### src/rtl/spi_xfer_ctrl.sv
// SPI transfer sequencer: counts bits against the clock generator's pre-edge
// pulses, drives tip/last_clk back to it and raises done/irq at the end.
module spi_xfer_ctrl #(
    parameter int SPI_CHAR_LEN_BITS = 7,
    parameter int SPI_SS_NB         = 8
) (
    input  logic                         wb_clk_in,
    input  logic                         wb_rst,
    input  logic                         go,
    input  logic [SPI_CHAR_LEN_BITS-1:0] char_len,
    input  logic [SPI_SS_NB-1:0]         ss_sel,
    input  logic                         ss_auto,
    input  logic                         ie,
    input  logic                         int_ack,
    input  logic                         pos_edge,
    input  logic                         neg_edge,
    output logic                         tip,
    output logic                         last_clk,
    output logic [SPI_CHAR_LEN_BITS:0]   bit_cnt,
    output logic                         tx_shift,
    output logic                         rx_sample,
    output logic                         done,
    output logic                         irq,
    output logic [SPI_SS_NB-1:0]         ss_pad_o
);

    localparam int CNT_W = SPI_CHAR_LEN_BITS + 1;

    localparam logic [1:0] IDLE   = 2'd0;
    localparam logic [1:0] RUN    = 2'd1;
    localparam logic [1:0] FINISH = 2'd2;

    localparam logic [CNT_W-1:0] CNT_ZERO = '0;
    localparam logic [CNT_W-1:0] CNT_ONE  = {{(CNT_W-1){1'b0}}, 1'b1};
    localparam logic [CNT_W-1:0] CNT_MAX  = {1'b1, {SPI_CHAR_LEN_BITS{1'b0}}};

    logic [1:0]       state, state_nxt;
    logic [CNT_W-1:0] cnt_nxt;
    logic [CNT_W-1:0] cnt_load;
    logic             tip_nxt;
    logic             done_nxt;
    logic             irq_nxt;
    logic             last_nxt;

    // A zero length field encodes the largest transfer.
    assign cnt_load = (char_len == '0) ? CNT_MAX : {1'b0, char_len};

    always_comb begin
        state_nxt = state;
        cnt_nxt   = bit_cnt;
        tip_nxt   = tip;
        done_nxt  = 1'b0;
        case (state)
            IDLE: begin
                if (go) begin
                    state_nxt = RUN;
                    cnt_nxt   = cnt_load;
                    tip_nxt   = 1'b1;
                end
            end
            RUN: begin
                // neg_edge alone moves the count, which also settles the illegal both-edges case.
                if (neg_edge) begin
                    if (bit_cnt <= CNT_ONE) begin
                        cnt_nxt   = CNT_ZERO;
                        state_nxt = FINISH;
                    end else begin
                        cnt_nxt = bit_cnt - CNT_ONE;
                    end
                end
            end
            FINISH: begin
                state_nxt = IDLE;
                tip_nxt   = 1'b0;
                done_nxt  = 1'b1;
            end
            default: begin
                state_nxt = IDLE;
                tip_nxt   = 1'b0;
            end
        endcase
    end

    assign last_nxt = (state_nxt == RUN) && (cnt_nxt == CNT_ONE);

    // A new interrupt takes priority over a coincident acknowledge.
    assign irq_nxt = (done_nxt && ie) ? 1'b1 : (int_ack ? 1'b0 : irq);

    always_ff @(posedge wb_clk_in or posedge wb_rst) begin
        if (wb_rst) begin
            state    <= IDLE;
            bit_cnt  <= CNT_ZERO;
            tip      <= 1'b0;
            last_clk <= 1'b0;
            done     <= 1'b0;
            irq      <= 1'b0;
        end else begin
            state    <= state_nxt;
            bit_cnt  <= cnt_nxt;
            tip      <= tip_nxt;
            last_clk <= last_nxt;
            done     <= done_nxt;
            irq      <= irq_nxt;
        end
    end

    assign tx_shift  = neg_edge & (state == RUN);
    assign rx_sample = pos_edge & (state == RUN);

    assign ss_pad_o = ~(ss_sel & {SPI_SS_NB{ss_auto ? tip : 1'b1}});

endmodule
### config.mk
export PLATFORM = sky130hd
export DESIGN_NAME = spi_xfer_ctrl
export DESIGN_NICKNAME = d
export VERILOG_FILES = /design/src/rtl/spi_xfer_ctrl.sv
export SDC_FILE = /design/constraint.sdc
export NUM_CORES = 1
export LEC_CHECK = 0
export ABC_AREA = 1
export CAP_MARGIN = 20
export CORE_AREA = 4 4 57 59
export CTS_CLUSTER_SIZE = 30
export DETAILED_ROUTE_END_ITERATION = 8
export DIE_AREA = 0 0 61 63
export GPL_TIMING_DRIVEN = 0
export HOLD_SLACK_MARGIN = 0.05
export PLACE_DENSITY = 0.74
export SYNTH_ARGS = -nofsm -noshare
export SYNTH_HDL_FRONTEND = slang
export SYNTH_SLANG_ARGS = --single-unit
### constraint.sdc
create_clock -name wb_clk_in -period 1.5 [get_ports wb_clk_in]
set_input_delay 0.45 -clock wb_clk_in [delete_from_list [all_inputs] [get_ports wb_clk_in]]
set_output_delay 0.45 -clock wb_clk_in [all_outputs]
set_load 0.01 [all_outputs]
==> out/metrics.cfg, run 1 <==
[sta]
report.final.slew_viol_count=0
max_clock_freq_ghz=0.584
hold_ws_ns=0.494
fin_crit_ns=1.71
clock_skew_ns=0.00487
setup_slack_ns=-0.214
rsz0062_at_grt=yes
slew_headroom_pct=63.3
tightestPinTransition_ns=0.549
setup_viol=5
period_share_pct=114
finalHoldViolCount=0

[die]
fp.dieH_um=63
core_mm2=0.00271
die_w_um=61
die-area_mm2=0.00384
pin_count=45
num_rows=19
initial_core_util_pct=36.7

[cts]
cts_tree=built
path_clk_slew_ns=0.09
cts_buffer_depth=2
clk_latency_ns=0.29
holdBufCountCts=0
htreeDepth=1
cts_root_buffer=clkbuf_4
cts_sinks=14
numCtsBuffers=3

[cells_and_area]
nets=242
areaGrowthSynthToFinish_pct=74.7
num_antenna_cells=0
drive_gt1_share_pct=36.3
final_util_pct=64.1
finalNonFillerCells=246
fillers=244

[setup_path]
required_ns=1.73
arrival_ns=1.94
path_cells=inv_2 -> ha_4 -> nor2_4 -> nor2_4 -> nand3_4 -> buf_4 -> nand4_1 -> nand3_1 -> nor2_1 -> nand2_1 -> nor2_2
startpoint=bit_cnt[1]
cpMaxStageDelayCell=dfrtp_1
critPathMaxFanout=3
cp_slowest_stage_delay_ns=0.41
setup.worst_path.start_class=flop
crit_top_cell=nor2_4
critPathBufInv=2
cp-end-kind=flop
crit_family=simple AND/OR/NAND/NOR gates
worstSetupPathType=flop to flop
r2r-start=bit_cnt[1]

[pwr]
power_leakage_nw=0.944
p_total_w=0.00309
irDropWorstVdd_v=0.00119
p_per_area_mw_per_mm2=1780

[synth]
ys_warn_count=0
ys_ff_latch=14
syn-mean-instance-area_um2=6.72
synth_area_um2=995
syn_inst=148
synthDistinctLibCells=25
syn-num-nets=173
seq_area_frac_synth_pct=35.2

[routing]
vias=1229
wl_per_cell_um=13.5
drt_pass1_iterations=4
drt_wl_total_um=3330
drt_iter0_markers=66
viasPerCell=5.00
postRouteAntennaNets=0
drc_errors=0

[grt]
gr-usage-all-layers_pct=17.2
grt_pass1_vias=1158
grt_max_degree=15
grt_pass1_wl_um=5050
grt_overflow_total=0
antenna_found_initial=0

[status]
violations=setup timing
status=complete, but fails checks

[placement]
place.detailed.hpwl_um=2360
port_buffers=44
place_congestion=0.909
post-place-ws_ns=-0.774
dp_cells=223

[run]
max_cap_viol_count=0

[min_path]
hold_path_class=primary input to async pin

==> through the flow <==
stage | area (um^2) | setup TNS (ns)
3_5_place_dp | 1470 | -8.99
4_1_cts | 1530 | -0.421
6_report | 1740 | -0.459
5_1_grt | 1740 | -1.13
3_3_place_gp | 1470 | -8.60
2_1_floorplan | 995 | -0.0189
==> final cells by class <==
type                       count  area (um^2)  area share (%)
clock buffer                   3         22.5            1.30
multi-input combinational    104          642            36.9
tap                           31         38.8            2.23
inverter                      30          115            6.62
timing repair buffer          64          569            32.8
sequential                    14          350            20.2
==> path summary, 6_finish.rpt <==
check                      slack, ns  depth (start not counted)          to
min                             0.49                          2        done
max                            -0.21                         11    last_clk
min in group wb_clk_in          0.52                          2         irq
min reg2reg                     0.52                          2         irq
max in group asynchronous       0.64                          2  bit_cnt[6]
max reg2reg                    -0.21                         11    last_clk
==> per-layer routing <==
layer | up-vias | GRT usage [%] | wire length, um
li1 | 593 | - | -
met4 | 0 | 7.32 | 96
met2 | 64 | 28.3 | 1630
met1 | 561 | 21.4 | 1360
met3 | 11 | 2.89 | 247
met5 | - | 0 | 0
==> synth_stat cells (all sizes together) <==
library cell  instances  area, um^2
nand2                47         186
a21oi                 3        26.3
xor2                  1        8.76
nor3                  2        15.0
inv                  30         115
dfrtp                14         350
nor4                  1        6.26
ha                    2        25.0
o21ai                10        50.0
nand4                 2        12.5
a41oi                 1        8.76
nand3                10        60.1
nor2                 23         115
a22oi                 2        15.0
==> where the power goes <==
part	switching [W]	total, W	internal (W)
clock network	0.000132	0.000225	0.0000935
logic	0.00125	0.00225	0.00100
registers	0.000101	0.000615	0.000514
==> flip-flops by register name, indices dropped and copies added (netlist names) <==
signal	flops
last_clk	1
done	1
tip	1
bit_cnt	8
irq	1
state	2
==> logic make-up after synthesis <==
group	Yosys count	synth area share (%)
xor gates and xnor gates	1	0.881
buffers and inverters	30	11.6
DFF	14	35.2
AOI/OAI and AO/OA	16	10.1
adders and majority gates	2	2.52
and+or+nand+nor	85	39.7
==> timing repair <==
item / CTS / global route
setup endpoints to repair: 26 / 18
pin swaps: 7 / 19
gates resized for setup: 68 / 42
setup buffers: 13 / 7
==> cells in the final DEF (no fill, tap or decap), drive strengths merged, types with 2 or more instances in the layout <==
cell type       n
nand4           2
ha              2
nand3          10
clkbuf          3
clkdlybuf4s15   2
dfrtp          14
dlygate4sd2    20
buf            31
clkdlybuf4s50  10
nor3            2
nand2          47
a21oi           3
a22oi           2
inv            30
o21ai          10
nor2           23
No activity file was read; power rests on OpenSTA's default activity.
==> run 2, diff against run 1 <==
--- a/config.mk
+++ b/config.mk
@@ -7,10 +7,10 @@
 export LEC_CHECK = 0
 export ABC_AREA = 1
 export CAP_MARGIN = 20
-export CORE_AREA = 4 4 57 59
+export CORE_AREA = 2 2 55 57
 export CTS_CLUSTER_SIZE = 30
 export DETAILED_ROUTE_END_ITERATION = 8
-export DIE_AREA = 0 0 61 63
+export DIE_AREA = 0 0 57 59
 export GPL_TIMING_DRIVEN = 0
 export HOLD_SLACK_MARGIN = 0.05
 export PLACE_DENSITY = 0.74
==> out/metrics.cfg, run 2 (synthesized netlist as in run 1, its figures left out) <==
[status]
status=complete, but fails checks
violations=setup timing

[die]
num_rows=19  ; unchanged
fp.dieH_um=59  ; -6.3%
initial_core_util_pct=36.7  ; unchanged
core_mm2=0.00271  ; unchanged
pin_count=45  ; unchanged
die_w_um=57  ; -6.6%
die-area_mm2=0.00336  ; -12%

[setup_path]
critPathMaxFanout=5  ; +2
startpoint=bit_cnt[3]
reg2reg_depth=12  ; +1
arrival_ns=1.90  ; -0.04 ns
required_ns=1.72  ; about the same
setup.worst_path.start_class=flop
worstSetupPathType=flop to flop
reg2reg_to=last_clk
r2r-start=bit_cnt[3]
cp-end-kind=flop
ff2ff_setup_slack_ns=-0.18  ; +0.03 ns
critPathCapture=last_clk

[sta]
slew_headroom_pct=63.4  ; +0.091 points
period_share_pct=112  ; -2.2 points
clock_skew_ns=0.00457  ; -0.000300 ns
setup_slack_ns=-0.180  ; +0.0333 ns
report.final.slew_viol_count=0  ; unchanged
fin_crit_ns=1.68  ; -0.0333 ns
setup_viol=7  ; +2
max_clock_freq_ghz=0.595  ; +2.0%
finalHoldViolCount=0  ; unchanged
rsz0062_at_grt=yes
tightestPinTransition_ns=0.548  ; -0.00136 ns

[cts]
htreeDepth=1  ; unchanged
path_clk_slew_ns=0.09  ; about the same
cts_buffer_depth=2  ; unchanged
numCtsBuffers=3  ; unchanged
cts_sinks=14  ; unchanged
holdBufCountCts=0  ; unchanged
cts_root_buffer=clkbuf_4
clk_latency_ns=0.28  ; about the same
cts_tree=built

[pwr]
p_per_area_mw_per_mm2=1850  ; +3.7%
p_total_w=0.00331  ; +6.8%
irDropWorstVdd_v=0.00129  ; +7.9%
power_leakage_nw=0.963  ; +2.0%

[run]
max_cap_viol_count=0  ; unchanged

[cells_and_area]
final_util_pct=66.0  ; +1.9 points
regMostFlops=bit_cnt
nets=246  ; +1.7%
largest_reg_flops=8  ; unchanged
final_cell_mix=32 x nand2_1, 25 x buf_4, 21 x dlygate4sd2_1, 14 x inv_2, 14 x inv_1
num_antenna_cells=0  ; unchanged
areaGrowthSynthToFinish_pct=79.9
fin_area_mm2=0.00179  ; +3.0%
fillers=213  ; -13%
reg.largest.list=bit_cnt: 8 flops, state: 2 flops
final_common_cell=nand2_1
drive_gt1_share_pct=44.3  ; +8.0 points

[grt]
grt_pass1_vias=1239  ; +7.0%
grt_overflow_total=0  ; unchanged
grt_max_degree=15  ; unchanged
antenna_found_initial=0  ; unchanged
grt_pass1_wl_um=5420  ; +7.4%
gr-usage-all-layers_pct=20.5  ; +3.3 points

[placement]
port_buffers=44  ; unchanged
place_congestion=0.891  ; -2.0%
place.detailed.hpwl_um=2360  ; -0.15%
place_area_mm2=0.00147  ; unchanged

[routing]
postRouteAntennaNets=0  ; unchanged
drt_iter0_markers=46  ; -30%
drt_pass1_iterations=4  ; unchanged
viasPerCell=5.06  ; +1.3%
drt_wl_total_um=3570  ; +7.1%
wl_per_cell_um=14.3  ; +5.4%
vias=1265  ; +2.9%
drc_errors=0  ; unchanged

[min_path]
hold_path_class=primary input to async pin

[run 2: cell types whose count changed in the layout (fill, tap and decap cells not counted), sizes merged]
cell,previous run,this run
buf,31,35
clkdlybuf4s15,2,0
clkbuf,3,4
dlygate4sd2,20,21
[run 2: stage by stage]
step	setup slack, ns	hold slack, ns	TNS [ns]	cells
2_1_floorplan	-0.0189	0.339	-0.0189	148
5_1_grt	-0.299	0.557	-1.14	250
3_5_place_dp	-0.781	0.524	-9.19	223
6_report	-0.180	0.505	-0.328	250
3_3_place_gp	-0.765	0.503	-8.58	223
4_1_cts	-0.200	0.529	-0.362	244
[run 2: routing by layer]
layer / global-route usage, % / share of wire (%)
met3: 2.84 / 5.3
met1: 26.2 / 39
met5: 0 / 0
met2: 34.8 / 53
met4: 8.64 / 3.2
[run 2: critical path, cell delays in order, from the launching register on]
cell	delay (ns)
dfrtp_1	0.40
buf_4	0.17
inv_2	0.06
nand2_2	0.08
nor2_4	0.16
nand3_4	0.12
nand2_4	0.12
nor2_4	0.04
nor2_2	0.11
nand2_1	0.07
nor2_2	0.12
nand2_1	0.07
nor2_2	0.10
[run 2: how the worst min path moves through the flow]
stage,end,slack [ns],startpoint
detailed placement,done,0.52,state[0]
floorplan,bit_cnt[0],0.34,wb_rst
global route,state[1],0.56,wb_rst
finish,bit_cnt[3],0.51,wb_rst
CTS,bit_cnt[2],0.53,wb_rst
global placement,done,0.50,state[0]
[run 2: layout make-up]
class                           instances  area, um^2  area share [%]
Timing Repair Buffer                   68         583            32.6
Multi-Input combinational cell        104         676            37.8
Inverter                               30         118            6.57
Tap cell                               31        38.8            2.17
Clock buffer                            3        22.5            1.26
Sequential cell                        14         352            19.7
[run 2: report_power, final]
part / switching, W / total, W / internal [W]
Clock: 0.000123 / 0.000216 / 0.0000931
Combinational: 0.00137 / 0.00246 / 0.00109
Sequential: 0.000112 / 0.000629 / 0.000517
[run 2: timing repair]
item	in CTS	in global routing
buffers inserted	18	6
endpoints found under the setup margin	26	18
pin swaps	12	25
gates resized for setup	69	55
